**config.mk**
```make
export PLATFORM = sky130hd
export DESIGN_NAME = alu_arbiter
export DESIGN_NICKNAME = d
export VERILOG_FILES = /design/src/rtl/alu_pkg.sv /design/src/rtl/rr_arbiter2.sv /design/src/rtl/alu_arbiter.sv
export SDC_FILE = /design/constraint.sdc
export NUM_CORES = 1
export LEC_CHECK = 0
export CAP_MARGIN = 20
export CORE_MARGIN = 2
export CORE_UTILIZATION = 35
export DETAILED_ROUTE_END_ITERATION = 16
export PLACE_DENSITY = 0.78
export SLEW_MARGIN = 20
export SYNTH_ARGS = -nofsm -noshare
export SYNTH_HDL_FRONTEND = slang
export SYNTH_HIERARCHICAL = 1
export SYNTH_SLANG_ARGS = --single-unit
export TNS_END_PERCENT = 100
```
**constraint.sdc**
```tcl
create_clock -name i_clk -period 1.4 [get_ports i_clk]
set_input_delay 0.21 -clock i_clk [delete_from_list [all_inputs] [get_ports i_clk]]
set_output_delay 0.21 -clock i_clk [all_outputs]
set_load 0.02 [all_outputs]
```
**src/rtl/alu_pkg.sv**
```systemverilog
// ---------------------------------------------------------------------------
// alu_pkg
// Shared constants for the ALU arbiter and anything that talks to the ALU:
//   - flag bit positions inside the 4-bit flag vector
//   - opcode encodings (the arbiter never decodes them, the ALU does)
//   - arbiter FSM state encoding
// ---------------------------------------------------------------------------
package alu_pkg;

    localparam int FLAG_W        = 4;
    localparam int FLAG_ERR      = 0;
    localparam int FLAG_NEG      = 1;
    localparam int FLAG_POS      = 2;
    localparam int FLAG_OVERFLOW = 3;

    localparam logic [1:0] SUB           = 2'b00;
    localparam logic [1:0] NAND          = 2'b01;
    localparam logic [1:0] STARTING_ONES = 2'b10;
    localparam logic [1:0] ONEHOT_DEC    = 2'b11;

    typedef enum logic [1:0] {
        ST_IDLE = 2'd0,
        ST_EXEC = 2'd1,
        ST_RESP = 2'd2
    } state_t;

endpackage

```
**src/rtl/rr_arbiter2.sv**
```systemverilog
// ---------------------------------------------------------------------------
// rr_arbiter2
// Two-way round-robin grant, purely combinational.
// Ports:
//   request[1:0] : per-requester request
//   last_grant   : index of the requester granted most recently
//   grant[1:0]   : one-hot grant (all zero when nobody requests)
// ---------------------------------------------------------------------------
module rr_arbiter2 (
    input  logic [1:0] request,
    input  logic       last_grant,
    output logic [1:0] grant
);

    always_comb begin
        grant = 2'b00;
        case (request)
            2'b01:   grant = 2'b01;
            2'b10:   grant = 2'b10;
            // Tie: favour whoever did not win last time.
            2'b11:   grant = last_grant ? 2'b01 : 2'b10;
            default: grant = 2'b00;
        endcase
    end

endmodule

```
**src/rtl/alu_arbiter.sv**
```systemverilog
// ---------------------------------------------------------------------------
// alu_arbiter
// Shares one external ALU between two requesters. A granted request's
// operands are registered onto the ALU bus, the result is captured after
// ALU_LAT edges and held as a response until the served requester accepts.
// Ports:
//   i_clk, i_rstn                : clock, synchronous active-low reset
//   i_req_valid/o_req_ready      : per-requester request handshake
//   i_req_arg0/arg1/oper         : packed per-requester operands/opcode
//   o_rsp_valid/i_rsp_ready      : one-hot response handshake
//   o_rsp_result/o_rsp_flag      : captured ALU result and flags
//   o_alu_arg0/arg1/oper         : registered drive to the shared ALU
//   i_alu_result/i_alu_flag      : ALU outputs
//   o_busy                       : high whenever not IDLE
// ---------------------------------------------------------------------------
module alu_arbiter
    import alu_pkg::*;
#(
    parameter int WIDTH   = 4,
    parameter int LEN     = 2,
    parameter int ALU_LAT = 1
) (
    input  logic                 i_clk,
    input  logic                 i_rstn,
    input  logic [1:0]           i_req_valid,
    output logic [1:0]           o_req_ready,
    input  logic [2*WIDTH-1:0]   i_req_arg0,
    input  logic [2*WIDTH-1:0]   i_req_arg1,
    input  logic [2*LEN-1:0]     i_req_oper,
    output logic [1:0]           o_rsp_valid,
    input  logic [1:0]           i_rsp_ready,
    output logic [WIDTH-1:0]     o_rsp_result,
    output logic [FLAG_W-1:0]    o_rsp_flag,
    output logic [WIDTH-1:0]     o_alu_arg0,
    output logic [WIDTH-1:0]     o_alu_arg1,
    output logic [LEN-1:0]       o_alu_oper,
    input  logic [WIDTH-1:0]     i_alu_result,
    input  logic [FLAG_W-1:0]    i_alu_flag,
    output logic                 o_busy
);

    localparam int               CNT_W    = (ALU_LAT < 1) ? 1 : $clog2(ALU_LAT + 1);
    localparam logic [CNT_W-1:0] CNT_LOAD = CNT_W'(ALU_LAT);

    state_t            state_reg, state_next;
    logic              last_grant_reg;
    logic [1:0]        served_reg;
    logic [CNT_W-1:0]  cnt_reg;
    logic [1:0]        grant;
    logic              grant_idx;
    logic              accept;
    logic              rsp_done;

    // Unpack per-requester operand slices.
    logic [WIDTH-1:0]  arg0_arr [2];
    logic [WIDTH-1:0]  arg1_arr [2];
    logic [LEN-1:0]    oper_arr [2];

    genvar gi;
    generate
        for (gi = 0; gi < 2; gi++) begin : g_slice
            assign arg0_arr[gi] = i_req_arg0[gi*WIDTH +: WIDTH];
            assign arg1_arr[gi] = i_req_arg1[gi*WIDTH +: WIDTH];
            assign oper_arr[gi] = i_req_oper[gi*LEN +: LEN];
        end
    endgenerate

    rr_arbiter2 u_rr (
        .request    (i_req_valid),
        .last_grant (last_grant_reg),
        .grant      (grant)
    );

    assign grant_idx = grant[1];
    assign accept    = (state_reg == ST_IDLE) && (|grant);
    // Only the served requester's ready bit can close the response.
    assign rsp_done  = (state_reg == ST_RESP) && (|(served_reg & i_rsp_ready));

    // State register
    always_ff @(posedge i_clk) begin
        if (!i_rstn) begin
            state_reg <= ST_IDLE;
        end else begin
            state_reg <= state_next;
        end
    end

    // Next-state logic
    always_comb begin
        state_next = state_reg;
        case (state_reg)
            ST_IDLE: if (accept)          state_next = ST_EXEC;
            ST_EXEC: if (cnt_reg == '0)   state_next = ST_RESP;
            ST_RESP: if (rsp_done)        state_next = ST_IDLE;
            default:                      state_next = ST_IDLE;
        endcase
    end

    // Outputs derived from state
    always_comb begin
        o_busy      = (state_reg != ST_IDLE);
        o_rsp_valid = (state_reg == ST_RESP) ? served_reg : 2'b00;
        o_req_ready = ((state_reg == ST_IDLE) && i_rstn) ? grant : 2'b00;
    end

    // Datapath: ALU operand register, latency counter, response capture.
    always_ff @(posedge i_clk) begin
        if (!i_rstn) begin
            last_grant_reg <= 1'b1;
            served_reg     <= 2'b00;
            cnt_reg        <= '0;
            o_alu_arg0     <= '0;
            o_alu_arg1     <= '0;
            o_alu_oper     <= '0;
            o_rsp_result   <= '0;
            o_rsp_flag     <= '0;
        end else begin
            if (accept) begin
                o_alu_arg0     <= arg0_arr[grant_idx];
                o_alu_arg1     <= arg1_arr[grant_idx];
                o_alu_oper     <= oper_arr[grant_idx];
                cnt_reg        <= CNT_LOAD;
                served_reg     <= grant;
                last_grant_reg <= grant_idx;
            end
            if (state_reg == ST_EXEC) begin
                if (cnt_reg == '0) begin
                    o_rsp_result <= i_alu_result;
                    o_rsp_flag   <= i_alu_flag;
                end else begin
                    cnt_reg <= cnt_reg - 1'b1;
                end
            end
        end
    end

endmodule

```
Yosys cells after proc, flatten, opt, wreduce, memory -nomap -nowiden --
Cells that the tools add are included.
Word-level totals: register bits 24, input port bits 34, output and inout bits 23
Cells by class: add/subtract/negate cells 1, $lt $le $gt $ge 1, equality and inequality tests 8, multiplexer cells 20, bitwise operators 3, reductions and logical operators 9
Operators by type and width (count):
- $mux W4 | 6
- $mux W2 | 9
- $pmux W2 S3 | 2
- $eq A2 B2 Y1 const B | 3
- $ne A2 B2 Y1 const B | 3
- $eq A2 B1 Y1 const B | 2
- $reduce_or A2 Y1 | 2
- $logic_and A1 B1 Y1 | 3
- $mux W1 | 3
- $reduce_and A3 Y1 | 1
- $and A2 B2 Y2 | 1
- $ge A2 B2 Y1 const B | 1
- $logic_not A2 Y1 | 1
- $not A1 Y2 | 1
- $reduce_and A2 Y1 | 1
- $reduce_bool A2 Y1 | 1
- $not A1 Y1 | 1
- $sub A1 B1 Y1 const B | 1

Longest topological paths before layout --
Gate-level depths: netlist of the first run.
word-level depth 7, gate-level depth with buffers 6, mapped depth without buffers 5

Hierarchy --
The synthesis of the first run kept the hierarchy.
Modules (own cells, without submodules):
- alu_arbiter | times used 1, cells each 103, area an instance 1074.8 sq um
- rr_arbiter2 | times used 1, cells each 3, area an instance 18.8 sq um

Worst setup path after synthesis of the first run --
Ideal clock, no wire load.
path type register -> register, start register last_grant_reg, end register o_alu_arg1[0], library setup time 0.116 ns, data arrival time 1.259 ns, data required time 1.284 ns, path slack 0.025 ns, stages on the path, launching flop included 6, buffers on the path 1, clock period less this slack 1.375 ns, cells stage by stage dfxtp_1 a21boi_0 buf_4 mux2i_1 nand3_1 o211a_1
Between the ends: word-level cells in the longest chain between the ends 6, elaborated cells between the ends (all ways) 8, those cells by class 5 x mux; 1 x bitwise; 2 x reduce/logical
RTL lines:
- start, declared | line alu_arbiter.sv:46 | logic last_grant_reg;
- start signal, assigned | line alu_arbiter.sv:124 | last_grant_reg <= grant_idx;
- $mux W2 * | line rr_arbiter2.sv:21 | 2'b11: grant = last_grant ? 2'b01 : 2'b10;
- $pmux W2 S3 * | line rr_arbiter2.sv:17 | case (request)
- via grant[1] | line alu_arbiter.sv:49 | logic [1:0] grant;
- $not A1 Y2 (implied by the code) | line alu_arbiter.sv:120 | o_alu_arg1 <= arg1_arr[grant_idx];
- $mux W4 (implied by the code) (3 in a row) | line alu_arbiter.sv:120
- end signal, assigned | line alu_arbiter.sv:120
- end, declared | line alu_arbiter.sv:35 | output logic [WIDTH-1:0] o_alu_arg1,
The timed path passes the listed nets; every way through them passes the cells marked *. The select of a mux whose other input is x is not followed. A chain may end at the register's enable or synchronous reset.

Worst setup path after layout of the first run --
start register last_grant_reg, end output o_req_ready[0]
Between the ends: word-level cells in the longest chain between the ends 3
RTL lines:
- $mux W2 | line rr_arbiter2.sv:21
- $pmux W2 S3 | line rr_arbiter2.sv:17
- via grant[0] | line alu_arbiter.sv:49
- $mux W2 | line alu_arbiter.sv:103 | o_req_ready = ((state_reg == ST_IDLE) && i_rstn) ? grant : 2'b00;
- end, declared | line alu_arbiter.sv:26 | output logic [1:0] o_req_ready,
The timed path passes the listed nets, and every way through them passes these cells.

==> impl_metrics.ini, run 1 <==
[final_layout]
final_util_pct = 60.3
final_common_cell = clkdlybuf4s50_1
multi_input_area_sq_um = 587
nNetsFinal = 210
areaGrowthSynthToFinish_pct = 65.4
layout_common_cells = clkdlybuf4s50_1 (31), dfxtp_1 (21), dlygate4sd2_1 (19)
drive_gt1_share_pct = 21.3
diodes = 0
seq_area_sq_um = 492
fillers = 268
instances_no_fill = 207

[cts]
hold_buffers = 0
cts-buffers-inserted = 3
htree_levels = 1
root_buffer = clkbuf_4
clockBufferDepth = 2
cts.sinks = 24
clk_pin_slew_ns = 0.12
clock_latency_ns = 0.30
cts_tree = done

[worst_setup_path]
cp_top_family = flip-flops
required_ns = 1.19
r2r-end = o_alu_oper[1]
arrival_ns = 1.18
worstSetupStartpointType = register
crit_type = register to output port
r2r_cells = 5
slowest_stage = dfxtp_4
r2r_setup_slack_ns = 0.04
max_stage_delay_ns = 0.39
cp_max_fo = 3
path_buf_inv = 2
crit_chain = inv_2 > a21boi_2 > and3_1 > buf_6
timing.rr.start = last_grant_reg
cp-end-kind = output port

[place]
place.gp.congestion = 0.746
dp_cells = 198
place_ws_ns = -0.492
dpl.hpwl_mm = 2.21
io_buffer_count = 56

[route]
routed_wire_length_per_instance_microns = 14.9
drtAntennaViolNets = 0
wl_mm = 3.09
drt_iter0_drc = 14
via_per_inst = 5.12
vias = 1060
firstDrtPassIters = 4
drc_errors = 0

[pwr]
power_density_mw_per_mm2 = 1050
ir_worst_vdd_v = 0.000573
leakage_nw = 0.902

[timing]
setup_violations = 0
rsz0062_at_grt = true
tns_ns = 0
hold_viol = 0
fmax_mhz = 721
maxSlewHeadroom_pct = 86.6
slew_viol_final = 0
fin_skew_ns = 0.00262
final.period_utilization_pct = 99.0
tightest_slew_ns = 0.195
layout_min_cycle_time_ns = 1.39
fin_ws_ns = 0.0136

[synth]
ys_ff_latch = 24
syn_area_sq_mm = 0.00109
synth_top_cell_by_area = dfxtp_1
ys.warnings.count = 6
netlist_instances = 106
yosysSeqAreaShare_pct = 43.9
synth_cell_type_count = 26
avgSynthCellArea_sq_um = 10.3
synth_top_area_share_pct = 43.9
synth_nets = 140
synth_area_leaders = dfxtp_1 (44%), mux2i_1 (16%), o211a_1 (9.2%)

[die]
initial_core_util_pct = 36.4
dieArea_sq_mm = 0.00359
dieHeight_microns = 59.9
io-pin-count = 57
die_x_microns = 59.9
core_sq_mm = 0.00300
fp-row-count = 20

[flow_run]
drv_cap = 0

[status]
status = finished, final reports clean

[global_route]
grt_overflow = 0
grt_first_pass_wirelength_mm = 4.86
grt_max_degree = 25
grt_antenna_before_repair = 0
grt_usage_pct = 17.9
grt_pass1_vias = 1073

[worst_hold_path]
min_delay_path_depth = 2
worstHoldStart = served_reg[0]
hold_path_class = register to register
hold_end = served_reg[0]
[cells by family after synthesis]
| group | synth area share, % |
|---|---|
| and+or+nand+nor | 19.6 |
| DFF | 43.9 |
| AOI/OAI and AO/OA | 15.0 |
| muxes | 16.5 |
| buffers and inverters | 5.03 |
[per-stage QoR]
step	area [sq um]	power (mW)	hold slack (ns)
3_5_place_dp	1740	1.61	0.467
2_1_floorplan	1090	1.25	0.338
3_3_place_gp	1740	1.58	0.455
4_1_cts	1790	1.88	0.485
6_report	1810	1.89	0.484
5_1_grt	1810	2.00	0.513
[where the power goes]
group          internal (mW)  switching (mW)  leakage, nW
Combinational          0.395           0.358        0.688
Clock                  0.100           0.196       0.0138
Sequential             0.781          0.0617        0.199
[metal layers]
layer,vias up,track usage [%],part of all wire [%]
li1,521,-,-
met1,509,20.7,43
met2,26,33.4,53
met3,4,1.73,2.8
met4,0,6.67,1.1
met5,-,0,0
[cell type report]
| cell class | count | share of cell area [%] |
|---|---|---|
| inverters | 3 | 0.622 |
| clock buffers | 3 | 1.24 |
| flip-flops and latches | 24 | 27.2 |
| multi-input cells | 73 | 32.4 |
| well taps | 33 | 2.28 |
| repair buffers | 71 | 36.2 |
[worst register-to-register path: stages, from the launching register on]
cell	delay, ns
dfxtp_4	0.39
a21boi_2	0.07
buf_6	0.14
or2_4	0.27
and2_4	0.19
o211a_1	0.21
[worst max path at each step]
stage                        start              to  slack [ns]  depth (start not counted)
floorplan           last_grant_reg   o_alu_arg1[0]        0.02                          5
global placement    i_req_valid[1]  o_req_ready[1]       -0.42                          4
detailed placement  i_req_valid[0]  o_req_ready[0]       -0.49                          4
CTS                 last_grant_reg  o_req_ready[0]      -0.006                          4
global route        last_grant_reg  o_req_ready[0]       -0.07                          4
finish              last_grant_reg  o_req_ready[0]        0.01                          4
[Yosys cell counts (all sizes together)]
library cell   n
and2           1
a22oi          1
nand3         11
nand2          3
nand3b         1
and3           4
a31oi          1
a21boi         5
buf            5
clkbuf         2
mux2i         18
nor3b          2
o21a           1
nor2b          9
nor2           1
inv            3
o211a         10
o21ai          1
or2            1
or3b           2
dfxtp         24
[timing repair]
item / in CTS / in global routing
setup endpoints to repair: 38 / 17
cloned: 1 / 0
gates resized for setup: 52 / 7
pin swaps: 1 / 4
buffers inserted: 3 / 2
No activity file was read; power rests on OpenSTA's default activity.
==> inputs of run 2 (changes only) <==
--- a/config.mk
+++ b/config.mk
@@ -5,6 +5,7 @@
 export SDC_FILE = /design/constraint.sdc
 export NUM_CORES = 1
 export LEC_CHECK = 0
+export ABC_CLOCK_PERIOD_IN_PS = 1400
 export CAP_MARGIN = 20
 export CORE_MARGIN = 2
 export CORE_UTILIZATION = 35
==> results of run 2 <==
Final layout, timing and power as in run 1 (identical DEF).
==> RTL change: new RTL, config.mk and constraints of run 1 <==
Register the output `o_rsp_flag` once more, with the module's reset; this adds one clock of latency there. The other outputs are not delayed to match.
--- a/src/rtl/alu_arbiter.sv
+++ b/src/rtl/alu_arbiter.sv
@@ -42,4 +42,6 @@
     localparam int               CNT_W    = (ALU_LAT < 1) ? 1 : $clog2(ALU_LAT + 1);
     localparam logic [CNT_W-1:0] CNT_LOAD = CNT_W'(ALU_LAT);
+
+    logic [FLAG_W-1:0] o_rsp_flag_s0;
 
     state_t            state_reg, state_next;
@@ -114,5 +116,5 @@
             o_alu_oper     <= '0;
             o_rsp_result   <= '0;
-            o_rsp_flag     <= '0;
+            o_rsp_flag_s0  <= '0;
         end else begin
             if (accept) begin
@@ -127,5 +129,5 @@
                 if (cnt_reg == '0) begin
                     o_rsp_result <= i_alu_result;
-                    o_rsp_flag   <= i_alu_flag;
+                    o_rsp_flag_s0 <= i_alu_flag;
                 end else begin
                     cnt_reg <= cnt_reg - 1'b1;
@@ -135,4 +137,12 @@
     end
 
+    always_ff @(posedge i_clk) begin
+        if (!i_rstn) begin
+            o_rsp_flag <= '0;
+        end else begin
+            o_rsp_flag <= o_rsp_flag_s0;
+        end
+    end
+
 endmodule
 
Function: changed (Yosys sat finds a counterexample within 4 cycles, from zero or initial values and one cycle with i_rstn low).
==> RTL change against run 1 <==
  * The run now ends with negative setup slack left
  * Power grew 22%
  * Highest routed layer unchanged
  * Final area increased by 14%
  * Count of clock-buffer cells in the layout is the same
  * Largest power group unchanged
  * Sequential cell count increased by 4
  * Clock skew increased by 0.0027 ns
  * Routed wire length is 3.3% lower
  * Synthesized area increased by 11%
  * Critical endpoint unchanged
  * Maximum frequency down 1.2%
  * Combinational power increased by 5.8%
  * Critical path depth stayed put
  * First-iteration DRC count up 140%
  * Worst setup slack got worse by 0.016 ns
  * Largest cell class unchanged
==> RTL change: results (changes against run 1) <==
- Status: finished, violations left
- Failing checks: negative setup slack
- Unique masters post-synth: 27 (+3.8%)
- Setup TNS: -0.00301 ns (-0.00301 ns)
- Initial drt markers: 34 (+20)
- Dpl hpwl: 2140 µm (-3.3%)
- First-pass GRT wire length: 4890 µm (+0.58%)
- Clock Latency Late Sink: 0.33 ns (+0.03 ns)
- Routed length per instance: 12.8 µm (-14%)
- Reg clk slew, reported paths: 0.16 ns (+0.04 ns)
- Int Pwr: 1630 µW (+28%)
- Final setup margin: -0.00288 ns (-0.0165 ns)
- DRT Pass-1 Iters: 6 (+2)
- Routed vias: 1,118 (+5.5%)
- Final setup viols: 2 (+2)
- Syn_nets: 149 (+6.4%)
- Worst reg-to-reg path cell count: 6 (+1)
- Routability congestion estimate: 0.698 (-6.5%)
- Maximum VDD drop: 0.531 mV (-7.5%)
- Skew final: 0.00529 ns (+0.00267 ns)
- Total Wirelength: 2990 µm (-3.3%)
- Mean Syn Cell Area: 10.6 µm² (+2.3%)
- Least-Margin Pin Slew: 0.237 ns (+0.0422 ns)
- DP Area: 1880 µm² (+8.3%)
- Post-synth top cells: 28 x dfxtp_1, 19 x mux2i_1, 11 x nand3_1, 10 x o211a_1, 8 x nor2b_1
- Total GRT Usage: 0.151 (-0.0281)
- Area contributors post-synth: dfxtp_1 46%, mux2i_1 16%, o211a_1 8.2%, nand3_1 4.5%, nor2b_1 4.1%
- DP Worst Slack: -0.481 ns (+0.0105 ns)
- Share of cells above drive strength 1: 0.235 (+0.0227)
- Post-synthesis sequential area ratio: 0.462 (+0.0225)
[RTL change: what timing repair did]
item,4_1_cts,5_1_grt
pin swaps,1,5
resized for setup,47,23
endpoints found under the setup margin,35,20
buffers inserted,4,2
gates cloned,0,2
[RTL change: final cells by class]
cell class | instances | area, µm²
Timing Repair Buffer | 75 | 726
Multi-Input combinational cell | 77 | 634
Fill cell | 283 | 1280
Clock buffer | 3 | 22.5
Sequential cell | 28 | 572
Inverter | 3 | 13.8
Tap cell | 46 | 57.6
Clock inverter | 1 | 30.0
[RTL change: cell families (layout without fill, tap and decap cells)]
logic type             Yosys count  count (layout)  synth area share
and+or+nand+nor                 39              40             0.199
AOI/OAI and AO/OA               18              18             0.131
muxes                           19              19             0.157
DFF                             28              28             0.462
buffers and inverters           11              82            0.0515
[RTL change: routing by layer]
metal,share of wire,up-vias,GRT usage
li1,-,552,-
met1,0.41,520,0.176
met2,0.50,42,0.259
met3,0.080,4,0.0486
met4,0.0094,0,0.0472
met5,0,-,0
[RTL change: final timing paths]
kind         slack, ns        startpoint             end
min               0.48  o_rsp_flag_s0[1]   o_rsp_flag[1]
max reg2reg       0.04    last_grant_reg   o_alu_arg0[0]
min reg2reg       0.48  o_rsp_flag_s0[1]   o_rsp_flag[1]
max             -0.003    last_grant_reg  o_req_ready[0]
[RTL change: power groups by stage]
stage	logic, µW	registers, µW	clock network (µW)
floorplan	334	1050	0
global placement	746	973	0
detailed placement	761	977	0
CTS	734	965	547
global route	864	985	576
finish	798	970	536
